## src/rtl/cpu_pkg.sv

```systemverilog
// cpu_pkg
// Shared definitions for the parametrised single-cycle core: opcode values,
// the internal ALU operation encoding, the run/halt state encoding and the
// bit positions of the instruction fields.
package cpu_pkg;

  // Opcode values carried in the top byte of every instruction.
  localparam logic [7:0] OP_LOADI = 8'h00;
  localparam logic [7:0] OP_MOV   = 8'h01;
  localparam logic [7:0] OP_ADD   = 8'h02;
  localparam logic [7:0] OP_SUB   = 8'h03;
  localparam logic [7:0] OP_AND   = 8'h04;
  localparam logic [7:0] OP_OR    = 8'h05;
  localparam logic [7:0] OP_J     = 8'h06;
  localparam logic [7:0] OP_BEQ   = 8'h07;

  // Subtraction reuses ALU_ADD with a negated second operand, so the ALU
  // itself only needs these four operations. ALU_FWD passes operand B through.
  typedef enum logic [1:0] {
    ALU_FWD = 2'd0,
    ALU_ADD = 2'd1,
    ALU_AND = 2'd2,
    ALU_OR  = 2'd3
  } alu_op_t;

  // HALT is only left through reset.
  typedef enum logic {
    ST_RUN  = 1'b0,
    ST_HALT = 1'b1
  } state_t;

  // Low bit of each 8-bit instruction field.
  localparam int OPC_LSB = 24;
  localparam int RD_LSB  = 16;
  localparam int RT_LSB  = 8;
  localparam int RS_LSB  = 0;
  localparam int FIELD_W = 8;

endpackage

```

## src/rtl/reg_file_p.sv

```systemverilog
// reg_file_p
// General-purpose register file: two combinational read ports for the
// datapath, one combinational debug read port and one synchronous write port.
// Ports:
//   CLK                  clock, writes on rising edge
//   RESET                asynchronous active-low clear of every register
//   WE, WADDR, WDATA     write port
//   RADDR_A / RDATA_A    read port A (RT operand)
//   RADDR_B / RDATA_B    read port B (RS operand)
//   DBG_ADDR / DBG_DATA  debug read port
module reg_file_p #(
  parameter int DATA_W   = 8,
  parameter int NUM_REGS = 8,
  parameter int ADDR_W   = $clog2(NUM_REGS)
) (
  input  logic              CLK,
  input  logic              RESET,
  input  logic              WE,
  input  logic [ADDR_W-1:0] WADDR,
  input  logic [DATA_W-1:0] WDATA,
  input  logic [ADDR_W-1:0] RADDR_A,
  output logic [DATA_W-1:0] RDATA_A,
  input  logic [ADDR_W-1:0] RADDR_B,
  output logic [DATA_W-1:0] RDATA_B,
  input  logic [ADDR_W-1:0] DBG_ADDR,
  output logic [DATA_W-1:0] DBG_DATA
);

  logic [DATA_W-1:0] regs [NUM_REGS];

  // Asynchronous clear drops any write that is in flight when reset arrives.
  always_ff @(posedge CLK or negedge RESET) begin
    if (!RESET) begin
      for (int i = 0; i < NUM_REGS; i++) begin
        regs[i] <= '0;
      end
    end else if (WE) begin
      regs[WADDR] <= WDATA;
    end
  end

  // Reads see the pre-edge contents, so an instruction may read and write
  // the same register.
  assign RDATA_A  = regs[RADDR_A];
  assign RDATA_B  = regs[RADDR_B];
  assign DBG_DATA = regs[DBG_ADDR];

endmodule

```

## src/rtl/cpu_core_p.sv

```systemverilog
// cpu_core_p
// Parametrised single-cycle core. Owns the PC, the register file and the
// ALU; executes one instruction per rising edge while INSTR_VALID is high,
// and stops permanently on an undefined opcode until reset.
// Ports:
//   CLK          clock
//   RESET        asynchronous active-low reset
//   INSTRUCTION  {opcode, rd/offset, rt, rs/imm}, one byte each
//   INSTR_VALID  instruction is valid for the current PC; stall while low
//   PC           byte address of the current instruction
//   HALTED       core stopped on an illegal opcode
//   RETIRED      saturating count of executed instructions
//   DBG_ADDR     debug register select
//   DBG_DATA     combinational read of the selected register
module cpu_core_p
  import cpu_pkg::*;
#(
  parameter int DATA_W   = 8,
  parameter int NUM_REGS = 8,
  parameter int PC_W     = 32,
  parameter int ADDR_W   = $clog2(NUM_REGS)
) (
  input  logic              CLK,
  input  logic              RESET,
  input  logic [31:0]       INSTRUCTION,
  input  logic              INSTR_VALID,
  output logic [PC_W-1:0]   PC,
  output logic              HALTED,
  output logic [31:0]       RETIRED,
  input  logic [ADDR_W-1:0] DBG_ADDR,
  output logic [DATA_W-1:0] DBG_DATA
);

  state_t            state_q, state_next;
  logic [PC_W-1:0]   pc_q, pc_next;
  logic [31:0]       retired_q, retired_next;

  logic [7:0]        opcode;
  logic [7:0]        imm;
  logic [7:0]        offset;
  logic [ADDR_W-1:0] rd_addr, rt_addr, rs_addr;
  logic [DATA_W-1:0] rt_data, rs_data;
  logic [DATA_W-1:0] imm_ext;

  alu_op_t           alu_op;
  logic [DATA_W-1:0] op_b;
  logic [DATA_W-1:0] alu_y;
  logic              reg_we;
  logic              wr_en;
  logic              illegal;
  logic              is_jump;
  logic              is_beq;
  logic              take_branch;

  logic [PC_W-1:0]   pc_plus4;
  logic [PC_W-1:0]   offset_ext;
  logic [PC_W-1:0]   branch_target;

  // Only the low ADDR_W bits of the RT field select a register.
  logic              unused_rt_bits;

  assign opcode  = INSTRUCTION[OPC_LSB +: FIELD_W];
  assign offset  = INSTRUCTION[RD_LSB  +: FIELD_W];
  assign imm     = INSTRUCTION[RS_LSB  +: FIELD_W];
  assign rd_addr = INSTRUCTION[RD_LSB  +: ADDR_W];
  assign rt_addr = INSTRUCTION[RT_LSB  +: ADDR_W];
  assign rs_addr = INSTRUCTION[RS_LSB  +: ADDR_W];
  assign unused_rt_bits = ^INSTRUCTION[RT_LSB +: FIELD_W];

  // A size cast of a signed value sign-extends; for DATA_W == 8 it is a no-op.
  assign imm_ext    = DATA_W'($signed(imm));
  assign offset_ext = PC_W'($signed(offset));

  // All PC arithmetic wraps naturally at PC_W bits.
  assign pc_plus4      = pc_q + PC_W'(4);
  assign branch_target = pc_plus4 + (offset_ext << 2);

  reg_file_p #(
    .DATA_W   (DATA_W),
    .NUM_REGS (NUM_REGS),
    .ADDR_W   (ADDR_W)
  ) u_regs (
    .CLK      (CLK),
    .RESET    (RESET),
    .WE       (wr_en),
    .WADDR    (rd_addr),
    .WDATA    (alu_y),
    .RADDR_A  (rt_addr),
    .RDATA_A  (rt_data),
    .RADDR_B  (rs_addr),
    .RDATA_B  (rs_data),
    .DBG_ADDR (DBG_ADDR),
    .DBG_DATA (DBG_DATA)
  );

  // Decode and ALU. Subtraction is performed as RT + (~RS + 1) through the
  // adder; loadi and mov forward operand B straight to the write port.
  always_comb begin
    alu_op  = ALU_FWD;
    op_b    = rs_data;
    reg_we  = 1'b0;
    illegal = 1'b0;
    is_jump = 1'b0;
    is_beq  = 1'b0;
    alu_y   = '0;
    case (opcode)
      OP_LOADI: begin op_b = imm_ext; reg_we = 1'b1; end
      OP_MOV:   begin reg_we = 1'b1; end
      OP_ADD:   begin alu_op = ALU_ADD; reg_we = 1'b1; end
      OP_SUB:   begin alu_op = ALU_ADD; op_b = ~rs_data + DATA_W'(1); reg_we = 1'b1; end
      OP_AND:   begin alu_op = ALU_AND; reg_we = 1'b1; end
      OP_OR:    begin alu_op = ALU_OR;  reg_we = 1'b1; end
      OP_J:     begin is_jump = 1'b1; end
      OP_BEQ:   begin is_beq = 1'b1; end
      default:  begin illegal = 1'b1; end
    endcase
    case (alu_op)
      ALU_FWD: alu_y = op_b;
      ALU_ADD: alu_y = rt_data + op_b;
      ALU_AND: alu_y = rt_data & op_b;
      ALU_OR:  alu_y = rt_data | op_b;
      default: alu_y = op_b;
    endcase
  end

  assign take_branch = is_jump | (is_beq & (rt_data == rs_data));

  // State register: run/halt state, PC and retired counter all move together.
  always_ff @(posedge CLK or negedge RESET) begin
    if (!RESET) begin
      state_q   <= ST_RUN;
      pc_q      <= '0;
      retired_q <= '0;
    end else begin
      state_q   <= state_next;
      pc_q      <= pc_next;
      retired_q <= retired_next;
    end
  end

  // Next-state logic. Nothing changes unless the core is running and the
  // instruction is valid; an illegal opcode only moves the FSM to HALT.
  always_comb begin
    state_next   = state_q;
    pc_next      = pc_q;
    retired_next = retired_q;
    wr_en        = 1'b0;
    if (state_q == ST_RUN && INSTR_VALID) begin
      if (illegal) begin
        state_next = ST_HALT;
      end else begin
        wr_en   = reg_we;
        pc_next = take_branch ? branch_target : pc_plus4;
        if (retired_q != '1) begin
          retired_next = retired_q + 32'd1;
        end
      end
    end
  end

  assign PC      = pc_q;
  assign HALTED  = (state_q == ST_HALT);
  assign RETIRED = retired_q;

endmodule

```

## config.mk

```make
export PLATFORM = sky130hd
export DESIGN_NAME = cpu_core_p
export DESIGN_NICKNAME = d
export VERILOG_FILES = /design/src/rtl/cpu_pkg.sv /design/src/rtl/reg_file_p.sv /design/src/rtl/cpu_core_p.sv
export SDC_FILE = /design/constraint.sdc
export NUM_CORES = 1
export LEC_CHECK = 0
export CAP_MARGIN = 20
export CORE_ASPECT_RATIO = 1.1
export CORE_MARGIN = 4
export CORE_UTILIZATION = 30
export CTS_BUF_LIST = sky130_fd_sc_hd__clkbuf_2 sky130_fd_sc_hd__clkbuf_4 sky130_fd_sc_hd__clkbuf_8
export CTS_CLUSTER_DIAMETER = 60
export CTS_CLUSTER_SIZE = 25
export DETAILED_ROUTE_END_ITERATION = 8
export PLACE_DENSITY = 0.48
export SYNTH_ARGS = -nofsm -noshare
export SYNTH_HDL_FRONTEND = slang
export SYNTH_SLANG_ARGS = --single-unit
export TNS_END_PERCENT = 100
```

## constraint.sdc

```tcl
create_clock -name CLK -period 8 [get_ports CLK]
set_input_delay 0.8 -clock CLK [delete_from_list [all_inputs] [get_ports CLK]]
set_output_delay 0.8 -clock CLK [all_outputs]
set_load 0.05 [all_outputs]
```

=== Word-level counts from Yosys, hierarchy flattened ===
Index checks and enable logic that the tools add are counted.

* Output and inout bits: 73
* Bits of input ports: 38
* Logic and storage cells: 75
* Bits in registers: 129

* Magnitude comparators: 5
* Reductions and logical operators: 10
* Multiplexer cells: 21
* Eq/ne operators: 12
* Bitwise operators: 11
* Add/sub/neg operators: 5

{| class="wikitable"
|+ Operators by type and width
! operator !! number
|-
| binary-select mux 8 bit (select 3 bit) || 3
|-
| bitwise mux 64 bit || 1
|-
| two-way mux 8 bit || 7
|-
| adder 32 x 1 -> 32 bit, second input constant || 1
|-
| adder 32 x 3 -> 32 bit, second input constant || 1
|-
| adder 32 bit || 1
|-
| == test 8 x 3 -> 1 bit, second input constant || 4
|-
| two-way mux 32 bit || 1
|-
| != test 32 bit, second input constant || 1
|-
| case mux 8 bit (4 select lines) || 1
|-
| demux 8 bit (select 3 bit) || 1
|-
| == test 8 x 2 -> 1 bit, second input constant || 2
|-
| >= comparator 4 bit, second input constant || 4
|-
| inverter 3 -> 4 bit || 4
|-
| case mux 8 bit (2 select lines) || 1
|-
| adder 8 x 1 -> 8 bit, second input constant || 1
|-
| adder 8 bit || 1
|-
| bitwise AND 8 bit || 1
|-
| == test 8 x 1 -> 1 bit, second input constant || 1
|-
| == test 8 bit || 1
|-
| logical NOT 8 bit || 1
|-
| inverter 8 bit || 1
|-
| OR 8 bit || 1
|-
| OR reduction 8 bit || 1
|-
| 14 further kinds || 22
|}

=== Longest topological paths before layout ===
* Depth in word-level cells: 10
* Depth in mapped cells: 19
* Gate-level depth less buffers: 17

=== Cells and area by module ===
Synthesis repeated with hierarchy kept, for this count alone.

* Cells, all modules: 966
* Area total of the unflattened synthesis: 10044.6 um^2

{| class="wikitable"
|+ Modules (own cells, without submodules)
! module !! cells each !! seq. area each (um^2) !! area an instance (um^2) !! times used
|-
| cpu_core_p || 736 || 1576.5 || 5965.7 || 1
|-
| reg_file_p || 230 || 1601.5 || 4078.9 || 1
|}

=== Least setup slack after synthesis ===
OpenSTA, ideal clock, no wires.

* Path kind: input to register
* From: input port INSTRUCTION[27]
* To: register u_regs.regs[14] in the netlist's numbering
* Data arrival time: 4.406 ns
* Buffers on the path: 1
* Required time: 7.875 ns
* Library setup time: 0.125 ns
* Stages on the path: 15
* Slack: 3.469 ns
* Cells stage by stage: or4_1 or3_1 clkbuf_1 or3_1 a21oi_1 ha_1 inv_1 fa_1 o21ai_0 a21oi_1 nor2_1 nor2_1 xnor2_1 a221o_2 mux2_2

* Cells in the longest elaborated chain, start to end: 6
* Elaborated cells between the ends (all ways): 25
* Classes of those cells: add/sub: 1; eq/ne: 10; mux: 7; bitwise: 2; reduce/logical: 5

{| class="wikitable"
|+ Ends and longest elaborated chain
! item !! RTL line !! source
|-
| start, declared || cpu_core_p.sv:25 || <nowiki>input logic [31:0] INSTRUCTION,</nowiki>
|-
| branches (longest 6 deep; another with adder 8 bit) || -- ||
|-
| end signal, assigned by index || reg_file_p.sv:35 || <nowiki>regs[i] <= '0;</nowiki>
|-
| end signal, assigned by index || reg_file_p.sv:38 || <nowiki>regs[WADDR] <= WDATA;</nowiki>
|-
| end, declared || reg_file_p.sv:29 || <nowiki>logic [DATA_W-1:0] regs [NUM_REGS];</nowiki>
|}

Several ways; the timed one is not identified.
A chain may end at the register's enable or synchronous reset.

=== Worst setup path after layout ===
* From: input port INSTRUCTION[1]
* To: register u_regs.regs[39] in the netlist's numbering

* Cells in the longest elaborated chain, start to end: 10
* Elaborated cells between the ends (all ways): 12
* Classes of those cells: add/sub: 2; mux: 6; bitwise: 4

{| class="wikitable"
|+ Ends and longest elaborated chain
! item !! RTL line !! source
|-
| inverter 3 -> 4 bit (implied by the code) || reg_file_p.sv:45 || <nowiki>assign RDATA_B = regs[RADDR_B];</nowiki>
|-
| binary-select mux 8 bit (select 3 bit) || reg_file_p.sv:45 ||
|-
| two-way mux 8 bit (implied by the code) (2 in series) || reg_file_p.sv:45 ||
|-
| inverter 8 bit || cpu_core_p.sv:110 || <nowiki>OP_SUB: begin alu_op = ALU_ADD; op_b = ~rs_data + DATA_W'(1); reg_we = 1'b1; end</nowiki>
|-
| adder 8 x 1 -> 8 bit || cpu_core_p.sv:110 ||
|-
| case mux 8 bit (2 select lines) (*) || cpu_core_p.sv:106 || <nowiki>case (opcode)</nowiki>
|-
| adder 8 bit (tied with other cells) || cpu_core_p.sv:119 || <nowiki>ALU_ADD: alu_y = rt_data + op_b;</nowiki>
|-
| case mux 8 bit (4 select lines) (*) || cpu_core_p.sv:117 || <nowiki>case (alu_op)</nowiki>
|-
| bitwise mux 64 bit (*) || reg_file_p.sv:38 ||
|}

Every way passes the cells marked *; elsewhere a longest branch is shown, timed or not. The select of a mux whose other input is x is not followed.

==> metrics.md <==
| Metric | Value |
|---|---|
| PostCTS Resize Cnt | `0` |
| CTS root buffer | `clkbuf_8` |
| Via count | `just under 8000` |
| Reg-to-Reg Start | `PC[4]` |
| Sink Count | `between 100 and 150` |
| Worst-Skew Late Latency | `about 0.46 ns` |
| Crit. Startpoint | `INSTRUCTION[1]` |
| Max Buffers Root-to-Sink | `2` |
| Setup TNS | `0 ns` |
| Post-synthesis mux area share | `0.1926` |
| Reg clk slew, reported paths | `approximately 0.090 ns` |
| Largest net degree at the start of global routing | `between 70 and 80` |
| Worst slack, placed | `a little under 2 ns` |
| Initial Util | `0.3038` |
| Register area share after synthesis | `0.3240` |
| Post-synthesis async set-or-reset flop share | `1.000` |
| RSZ-0062 raised after global routing | `no` |
| Hold Crit Class | `in2async` |
| Slowest-stage cell, CP | `clkdlybuf4s50_1` |
| Headroom to the max-slew limit | `0.3078` |
| Largest vdd supply drop | `around 0.000067 V` |
| Final setup vio count | `0` |
| Max Cap Violations | `0` |
| CP max FO | `17` |
| Total GRT Usage | `0.1545` |
| Avg Cell Area, Syn | `slightly below 10 um2` |
| Most common cell after layout, fill and taps aside | `dfrtp_1` |
| Initial antenna violation count | `0` |
| CTS tree | `done` |
| CTS Buf Count | `17` |
| CP endpoint kind | `flip-flop` |
| GRT overflow | `0` |
| Post-synth EDFFs | `0` |
| Post-Synth Adder-Cell Area | `0.06531` |
| Cell breakdown of the critical path | `clkdlybuf4s50_1 > mux4_1 > mux2i_2 > ha_1 > or3_1 > o21ai_0 > a221oi_1 > ha_1 > a21oi_1 > nand2_1 > a21o_1 > a21oi_1 > o21bai_1 > a21oi_1 > xnor2_1 > a221o_1 > mux2_2` |
| Final Cycle Share | `0.6892` |
| Antenna Nets Post-Route | `0` |
| Synth Instances | `around 1000` |
| Synth Area in XOR/XNOR | `0.08750` |
| Mapped cell area | `around 0.01 mm2` |
| Complex-gate fraction of the synthesized area | `0.1420` |
| Hold buffers post-CTS | `0` |
| Final Skew | `0.02037 ns` |
| Worst EP required | `8.34 ns` |
| Critical path class | `in2reg` |
| Die area | `roughly 0.036 mm2` |
| WL/cell | `between 15 and 20 um` |
| Status | `complete, no violations` |
| Yosys Warn Count | `0` |
| Final worst setup slack | `~2.5 ns` |
| Final #Nets | `about 1200` |
| Via density | `roughly 5` |
| Fraction of layout cells with a size suffix above 1 | `0.1285` |
| Number of buffers added on ports | `slightly above 100` |
| Synth Area in Simple Gates | `0.1513` |
| H-tree Lvls | `4` |
| PwrDens | `around 110 mW/mm2` |
| Top_reg_cell synth | `dfrtp_1` |
| Yosys cell types | `77` |
| Post-CTS setup buffer count | `0` |
| Largest family of logic cells by synthesized area | `multiplexers` |
| Most frequent cells in the layout | `127 x dfrtp_1, 103 x nand2_1, 102 x clkdlybuf4s50_1` |
| Static Leak | `roughly 5 nW` |
| TritonRoute pass-1 iters | `4` |
| Tot Pwr | `between 1 and 1.5 mW` |
| Core ar. | `between 0.03 and 0.04 mm2` |
| Most used cell, CP | `a21oi_1` |
| DR DRC count | `0` |
| Synthesis-to-layout area growth | `18.49%` |
| Initial drt markers | `~460` |
| CP Data Arrival Time | `around 6 ns` |
| IO Count | `approximately 110` |
| Vias in the first global route | `slightly above 8000` |
| Synthesis-stage register bit count | `127` |
| Die height | `roughly 200 um` |
| F_max | `approximately 180 MHz` |
| Routed WL | `around 27 mm` |
| Tmin final | `between 5 and 6 ns` |
| Ant diodes | `0` |
| CP Launch Type | `primary input` |
| Fin. Hold Viols | `0` |
| First-pass GRT wire length | `~44 mm` |
| Hpwl dp | `a little under 20 mm` |
| Die width | `between 150 and 200 um` |
| Worst-Margin Slew | `about 1 ns` |
| Final Max Tran Viols | `0` |
| Slowest stage delay, CP | `roughly 1.1 ns` |
| # rows | `~70` |
| Final GP Congestion | `0.8478` |
[worst max-delay path, delay by kind of cell]
family / cells / cell delay (ns)
compound gates: 8 / 1.89
xor+xnor: 1 / 0.10
fa+ha+maj: 2 / 0.65
buf+inv: 1 / 1.08
mux: 3 / 1.10
simple gates: 2 / 0.22
[final cells by class]
| cell class | instances | area [um2] |
|---|---|---|
| Inverter | 30 | 112.6 |
| Multi-Input combinational cell | 799 | 6300 |
| Clock buffer | 18 | 247.7 |
| Tap cell | 426 | 533.0 |
| Sequential cell | 127 | 3178 |
| Fill cell | 3338 | 20660 |
| Clock inverter | 14 | 107.6 |
| Timing Repair Buffer | 117 | 1145 |
[metrics by stage]
stage / std cells / util / area [um2] / hold slack (ns)
floorplan: 1009 / - / 9813 / 0.4748
detailed placement: 1498 / 0.3486 / 11260 / 0.4777
global placement: 1497 / 0.3483 / 11250 / 0.4760
finish: 1531 / 0.3600 / 11620 / 0.3096
CTS: 1530 / 0.3596 / 11610 / 0.3142
global route: 1531 / 0.3600 / 11620 / 0.3141
[routing by layer]
metal	wire length, um	track usage	share of wire	up-vias
li1	-	-	-	3881
met1	12790	0.2028	0.47	3845
met2	13030	0.2601	0.48	134
met3	991	0.03370	0.036	24
met4	446	0.04146	0.016	0
met5	0	0	0	-
[synthesized netlist by cell type (all sizes together) (6+ instances only)]
master	instances	area (um2)
nand2	103	386.6
ha	48	600.6
a21oi	86	434.2
nand3	28	140.1
nand4	17	106.4
mux2i	25	324.1
nor3	23	115.1
a21o	11	82.58
clkbuf	32	121.4
a31oi	7	43.79
and3	24	150.1
a221oi	6	71.32
and2	10	62.56
o21ai	69	345.3
xnor2	75	656.9
mux2	38	431.7
buf	21	128.9
nor2	74	280.3
dfrtp	127	3178
inv	29	108.9
xor2	23	201.4
mux4	48	1134
[kinds of logic after synthesis]
logic type | Yosys count
AOI/OAI and AO/OA | 227
buffers and inverters | 83
DFF | 127
other | 1
xor gates and xnor gates | 98
muxes | 111
and+or+nand+nor | 311
adders and majority gates | 50
[registers in the layout, summed over array words and instances, names as in the netlist]
| register | cells |
|---|---|
| PC | 30 |
| u_regs.regs | 64 |
| HALTED | 1 |
| RETIRED | 32 |
[worst paths after layout]
path	endpoint	slack, ns	cells past startpoint
max in group asynchronous	PC[5]	6.31	2
max	u_regs.regs[39]	2.49	17
min reg2reg	RETIRED[8]	0.50	1
min	RETIRED[14]	0.31	1
max reg2reg	PC[30]	3.33	15
min in group CLK	RETIRED[8]	0.50	1
[where the power goes]
part | leakage (nW) | switching, mW | total, mW | internal [mW]
clock | 0.177 | 0.307 | 0.535 | 0.227
sequential | 1.75 | 0.00245 | 0.645 | 0.643
combinational | 3.05 | 0.0818 | 0.137 | 0.0554
total | 4.98 | 0.392 | 1.32 | 0.925
(Power assumes the default switching activity.)
==> edit 1: new RTL, same settings <==
`RT_LSB`: 8 -> 4.
--- a/src/rtl/cpu_pkg.sv
+++ b/src/rtl/cpu_pkg.sv
@@ -32,7 +32,7 @@
   // Low bit of each 8-bit instruction field.
   localparam int OPC_LSB = 24;
   localparam int RD_LSB  = 16;
-  localparam int RT_LSB  = 8;
+  localparam int RT_LSB  = 4;
   localparam int RS_LSB  = 0;
   localparam int FIELD_W = 8;
 
Function: changed (Yosys sat finds a counterexample within 4 cycles, from zero or initial values and one cycle with RESET low).
==> edit 1 against the original RTL <==
- clock power grew 4%
- via count shrank 4.5%
- core utilization grew 0.31 points
- total power grew 0.76%
- largest cell class unchanged
- cell area shrank 1.4%
- highest routed layer unchanged
- synthesized area shrank 1.6%
- wire length shrank 0.57%
- synthesized cell count shrank 5.8%
- sequential cell count is the same
- first-iteration DRC count shrank 11%
- fmax shrank 3.2%
- setup slack lost 0.18 ns
- sequential power is essentially flat
- die area shrank 1.5%
==> edit 1: results (changes against the original RTL) <==
* Yosys warns at 0 (unchanged)
* Worst hold slack at 0.330 ns (+0.0203 ns)
* Drt first pass iters at 5 (+1)
* Reg with most FFs: u_regs.regs
* Max clock buf depth at 2 (unchanged)
* Worst Hold Class: primary input to async pin
* Critical path data arrival time at 6.09 ns (+0.23 ns)
* R2R depth at 18 (+3)
* Maximum VDD drop at 0.0698 mV (+4.6%)
* Max reg flops at 64 (unchanged)
* Worst reg2reg startpoint: PC[3]
* Worst Clk Skew at 0.0204 ns (+0.0000117 ns)
* Slowest CP cell: clkdlybuf4s50_1
* Initial antenna violation count at 0 (unchanged)
* Layout Nets at 1,134 (-3.9%)
* Most used flip-flop cell after synthesis: dfrtp_1
* Share of cells above drive strength 1 at 17.3% (+4.4 points)
* Drt first-iter violations at 408 (-11%)
* Worst-path fanout max at 11 (-6)
* Ant. Diodes at 0 (unchanged)
* Pin count of the biggest net entering global routing at 66 (-8.3%)
* Post-synth cell types at 74 (-3.9%)
* First-pass GRT wire length at 43,300 um (-2.2%)
* Post-synth top cells: dfrtp_1, nand2_1, xnor2_1
* Static Leakage at 4.97 nW (-0.12%)
* Async S/R FF share, synth at 100% (unchanged)
* Status: finished clean
* Fin. Hold Viols at 0 (unchanged)
* TritonCTS Buffers at 17 (unchanged)
* Tot GR Track Use at 15.7% (+0.24 points)
* RD Place Congestion at 0.830 (-2.1%)
* Post-DP HPWL at 19,100 um (-0.78%)
* Root Buffer: clkbuf_8
* Critical Path Max Stage Delay at 1.07 ns
* # Post-CTS Setup Buffers at 0 (unchanged)
* Relative slew slack at 24.2% (-6.6 points)
* Sequential area share after synthesis at 32.9% (+0.51 points)
* CTS resizes at 0 (unchanged)
* DR vias at 7,528 (-4.5%)
* Placed cell areas at 0.0111 mm^2 (-1.5%)
* H-tree depth at 4 (unchanged)
* Worst-Skew Late Latency at 0.46 ns (about the same)
* Buffers on Ports at 100 (-2.9%)
* Wire per inst at 18.3 um (+2.9%)
* Place WS at 1.86 ns (-0.108 ns)
* Clk slew on worst S/H paths at 0.08 ns
* Area contributors post-synth: dfrtp_1, mux4_2, xnor2_1
* Number of global-route vias before repair at 7,622 (-5.8%)
* Reg2reg end: PC[31]
* R2R setup slack at 3.11 ns (-0.22 ns)
edit 1: cell count changes in the layout (fill, tap and decap cells not counted), moves of 5 or more:
cell and change:
o21ai_0 -22, mux2_2 +21, nand2_1 -17, mux4_1 -14
mux4_2 +14, nor2_1 -14, nor3_1 -12, a21oi_1 -11
nand3_1 +10, and3_1 -7, a21o_1 +6, nor2b_1 +6
and2_1 -5
edit 1: area by class of cell:
class | count | area [um^2]
multi-input combinational | 754 | 6150
inverter | 33 | 124
sequential | 127 | 3180
fill | 3209 | 20100
tap | 420 | 526
clock buffer | 19 | 262
timing repair buffer | 113 | 1100
clock inverter | 13 | 114
edit 1: worst max path at each step:
stage,from,to,slack [ns],cells after the start
floorplan,PC[3],PC[31],3.51,18
global placement,INSTRUCTION[0],u_regs.regs[31],1.89,18
detailed placement,INSTRUCTION[0],u_regs.regs[7],1.86,18
CTS,INSTRUCTION[0],u_regs.regs[7],2.35,18
global route,INSTRUCTION[0],u_regs.regs[63],2.02,18
finish,INSTRUCTION[0],u_regs.regs[7],2.30,18
edit 1: critical path: cells and delay by family:
family / cells / cell delay, ns
compound gates: 8 / 2.04
xor+xnor: 1 / 0.09
fa+ha+maj: 2 / 0.48
buf+inv: 3 / 1.49
mux: 3 / 1.06
simple gates: 1 / 0.10
edit 1: where the power goes:
part / internal [W] / switching (W) / leakage (nW) / total [W]
Combinational: 0.0000525 / 0.0000772 / 3.06 / 0.000130
Sequential: 0.000642 / 0.00000161 / 1.74 / 0.000644
Clock: 0.000262 / 0.000292 / 0.180 / 0.000554
Total: 0.000956 / 0.000371 / 4.97 / 0.00133
edit 1: per-layer routing:
metal	share of wire, %	track usage, %	vias to the layer above
met5	0	0	-
met4	1.7	4.52	0
met3	4.5	2.87	25
met2	48	25.9	147
met1	46	21.0	3683
li1	-	-	3673
edit 1: cells by family (layout without fill, tap and decap cells):
family	after synthesis	count (layout)	share of synthesized area [%]
AOI/OAI and AO/OA	200	200	13.0
adders and majority gates	50	50	6.63
xor gates and xnor gates	102	102	9.25
DFF	127	127	32.9
buffers and inverters	70	178	3.41
muxes	131	131	21.0
and+or+nand+nor	269	269	13.7
other	1	2	0.0388
edit 1: stage by stage:
step | power, W | util, % | instances
floorplan | 0.000737 | - | 951
global placement | 0.000788 | 35.1 | 1446
detailed placement | 0.000788 | 35.1 | 1447
CTS | 0.00135 | 36.3 | 1479
global route | 0.00139 | 36.3 | 1479
finish | 0.00133 | 36.3 | 1479
==> edit 2: new RTL, config.mk and constraints unchanged <==
Made on the original files. Put one more register stage on the output `RETIRED`, with the module's reset. The value now appears one clock later. The other outputs are not delayed to match.
--- a/src/rtl/cpu_core_p.sv
+++ b/src/rtl/cpu_core_p.sv
@@ -160,7 +160,13 @@
 
   assign PC      = pc_q;
   assign HALTED  = (state_q == ST_HALT);
-  assign RETIRED = retired_q;
+  always_ff @(posedge CLK or negedge RESET) begin
+    if (!RESET) begin
+      RETIRED <= '0;
+    end else begin
+      RETIRED <= retired_q;
+    end
+  end
 
 endmodule
 
Behaviour: not the same (a bounded check fails within 4 cycles, from zero or initial values and one cycle with RESET low).
==> edit 2 against the original RTL <==
- total power grew 21%
- cell area up 10%
- synthesized area is 11% higher
- via count is 4.5% higher
- wire length grew 10%
- setup slack better by 0.38 ns
- fmax increased by 7.4%
- sequential cell count is 32 higher
==> edit 2: results (changes against the original RTL) <==
* Layout Nets at 1,198 (+1.5%)
* Reg2reg end: PC[31]
* Tot GR Track Use at 15.5% (+0.073 points)
* Filler instances at 3,635 (+8.9%)
* Static Leakage at 5.62 nW (+13%)
* Routed wl met2 at 14,500 um (+12%)
* Drt first-iter violations at 354 (-22%)
* Sequential area share after synthesis at 36.6% (+4.3 points)
* Worst-Skew Late Latency at 0.50 ns (+0.04 ns)
* Adder-cell area share of the yosys netlist at 5.90% (-0.63 points)
* Area contributors post-synth: dfrtp_1, mux4_2, mux2_2
* Post-route insts no fill at 1,604 (+4.8%)
* Status: finished clean
* Met2 Use GR at 25.4% (-0.58 points)
* Number of global-route vias before repair at 8,392 (+3.7%)
* Share of cells above drive strength 1 at 17.3% (+4.4 points)
* Syn_area_per_cell at 10.6 um^2 (+9.4%)
* Total net switching power at 0.000468 W (+19%)
* Power Density at 125 mW/mm^2 (+9.9%)
* Ant. Diodes at 0 (unchanged)
* Pin count of the biggest net entering global routing at 86 (+19%)
* Reg with most FFs: u_regs.regs
* Async S/R FF share, synth at 100% (unchanged)
* Maximum VDD drop at 0.0851 mV (+28%)
* Critical path data arrival time at 5.52 ns (-0.34 ns)
* Worst hold slack at 0.337 ns (+0.0274 ns)
* Post-synth cell types at 71 (-7.8%)
* Largest regs: u_regs.regs: 64 flops, RETIRED: 32 flops, retired_q: 32 flops
* Post-synthesis compound-gate area fraction at 11.7% (-2.5 points)
* Wire per inst at 18.7 um (+5.1%)
* R2R setup slack at 3.50 ns (+0.17 ns)
* Post-synthesis xor/xnor area fraction at 7.50% (-1.2 points)
* Met1 wire length at 13,700 um (+7.2%)
* Post-synth top cells: dfrtp_1, nand2_1, mux2_2, xnor2_1, a21oi_1
* CP Capture Point: u_regs.regs[14]
* Metal3 WL at 1030 um (+3.6%)
* RD Place Congestion at 0.806 (-4.9%)
* Post-DP HPWL at 20,900 um (+8.3%)
* Drt first pass iters at 5 (+1)
* CTS resizes at 0 (unchanged)
* Placed cell areas at 0.0124 mm^2 (+9.9%)
* GRT met1 Usage at 20.4% (+0.13 points)
* Worst-path fanout max at 17 (unchanged)
* H-tree depth at 4 (unchanged)
* Worst Setup SP: INSTRUCTION[1]
* Worst Clk Skew at 0.0221 ns (+0.00170 ns)
* First-pass GRT wire length at 48,200 um (+9.1%)
* Via density at 5.14 (-0.28%)
* Least-Margin Pin Slew at 1.11 ns (+0.0756 ns)
* Met3 capacity usage during global routing at 3.25% (-0.12 points)
* Post-synthesis mux area share at 22.2% (+2.9 points)
==> edit 2: changes by cell type in the layout (fill, tap and decap cells not counted), moves of 8 or more <==
cell     change
and3_1      -10
nand3_1     +12
o21ai_0     -25
a21oi_1     -21
mux4_2      +14
nand4_1     +12
nor2_1      -15
mux2_2      +37
dfrtp_1     +32
mux4_1      -14
nand2_1     -25
mux2i_1      +8
==> edit 2: power groups by stage <==
stage | Clock (W) | Combinational (W) | Sequential [W]
2_1_floorplan | 0 | 0.0000825 | 0.000825
3_3_place_gp | 0 | 0.000144 | 0.000822
3_5_place_dp | 0 | 0.000145 | 0.000822
4_1_cts | 0.000679 | 0.000145 | 0.000806
5_1_grt | 0.000709 | 0.000158 | 0.000806
6_report | 0.000646 | 0.000143 | 0.000806
==> edit 2: critical path, cell delays in order <==
cell             delay, ns
clkdlybuf4s50_1       1.20
mux4_2                0.45
mux2i_4               0.30
nand3_1               0.22
nand2_1               0.12
mux2_2                0.34
a221oi_2              0.36
inv_1                 0.09
ha_1                  0.31
nand2_1               0.05
o21ai_0               0.27
a21o_1                0.17
a21oi_1               0.07
xnor2_1               0.14
o221ai_2              0.22
nor2_4                0.09
mux2_1                0.30
==> edit 2: layout make-up <==
cell class,count,share of cell area [%]
sequential,159,31.1
clock inverter,15,1.50
multi-input combinational,782,51.1
clock buffer,17,1.83
tap,481,4.70
inverter,34,0.997
timing repair buffer,116,8.83
==> edit 2: metrics by stage <==
step                      setup slack, ns  power [W]
final                                2.87    0.00159
after CTS                            2.91    0.00163
after global routing                 2.65    0.00167
after global placement               2.41   0.000966
after detailed placement             2.38   0.000966
after floorplan                      3.57   0.000907
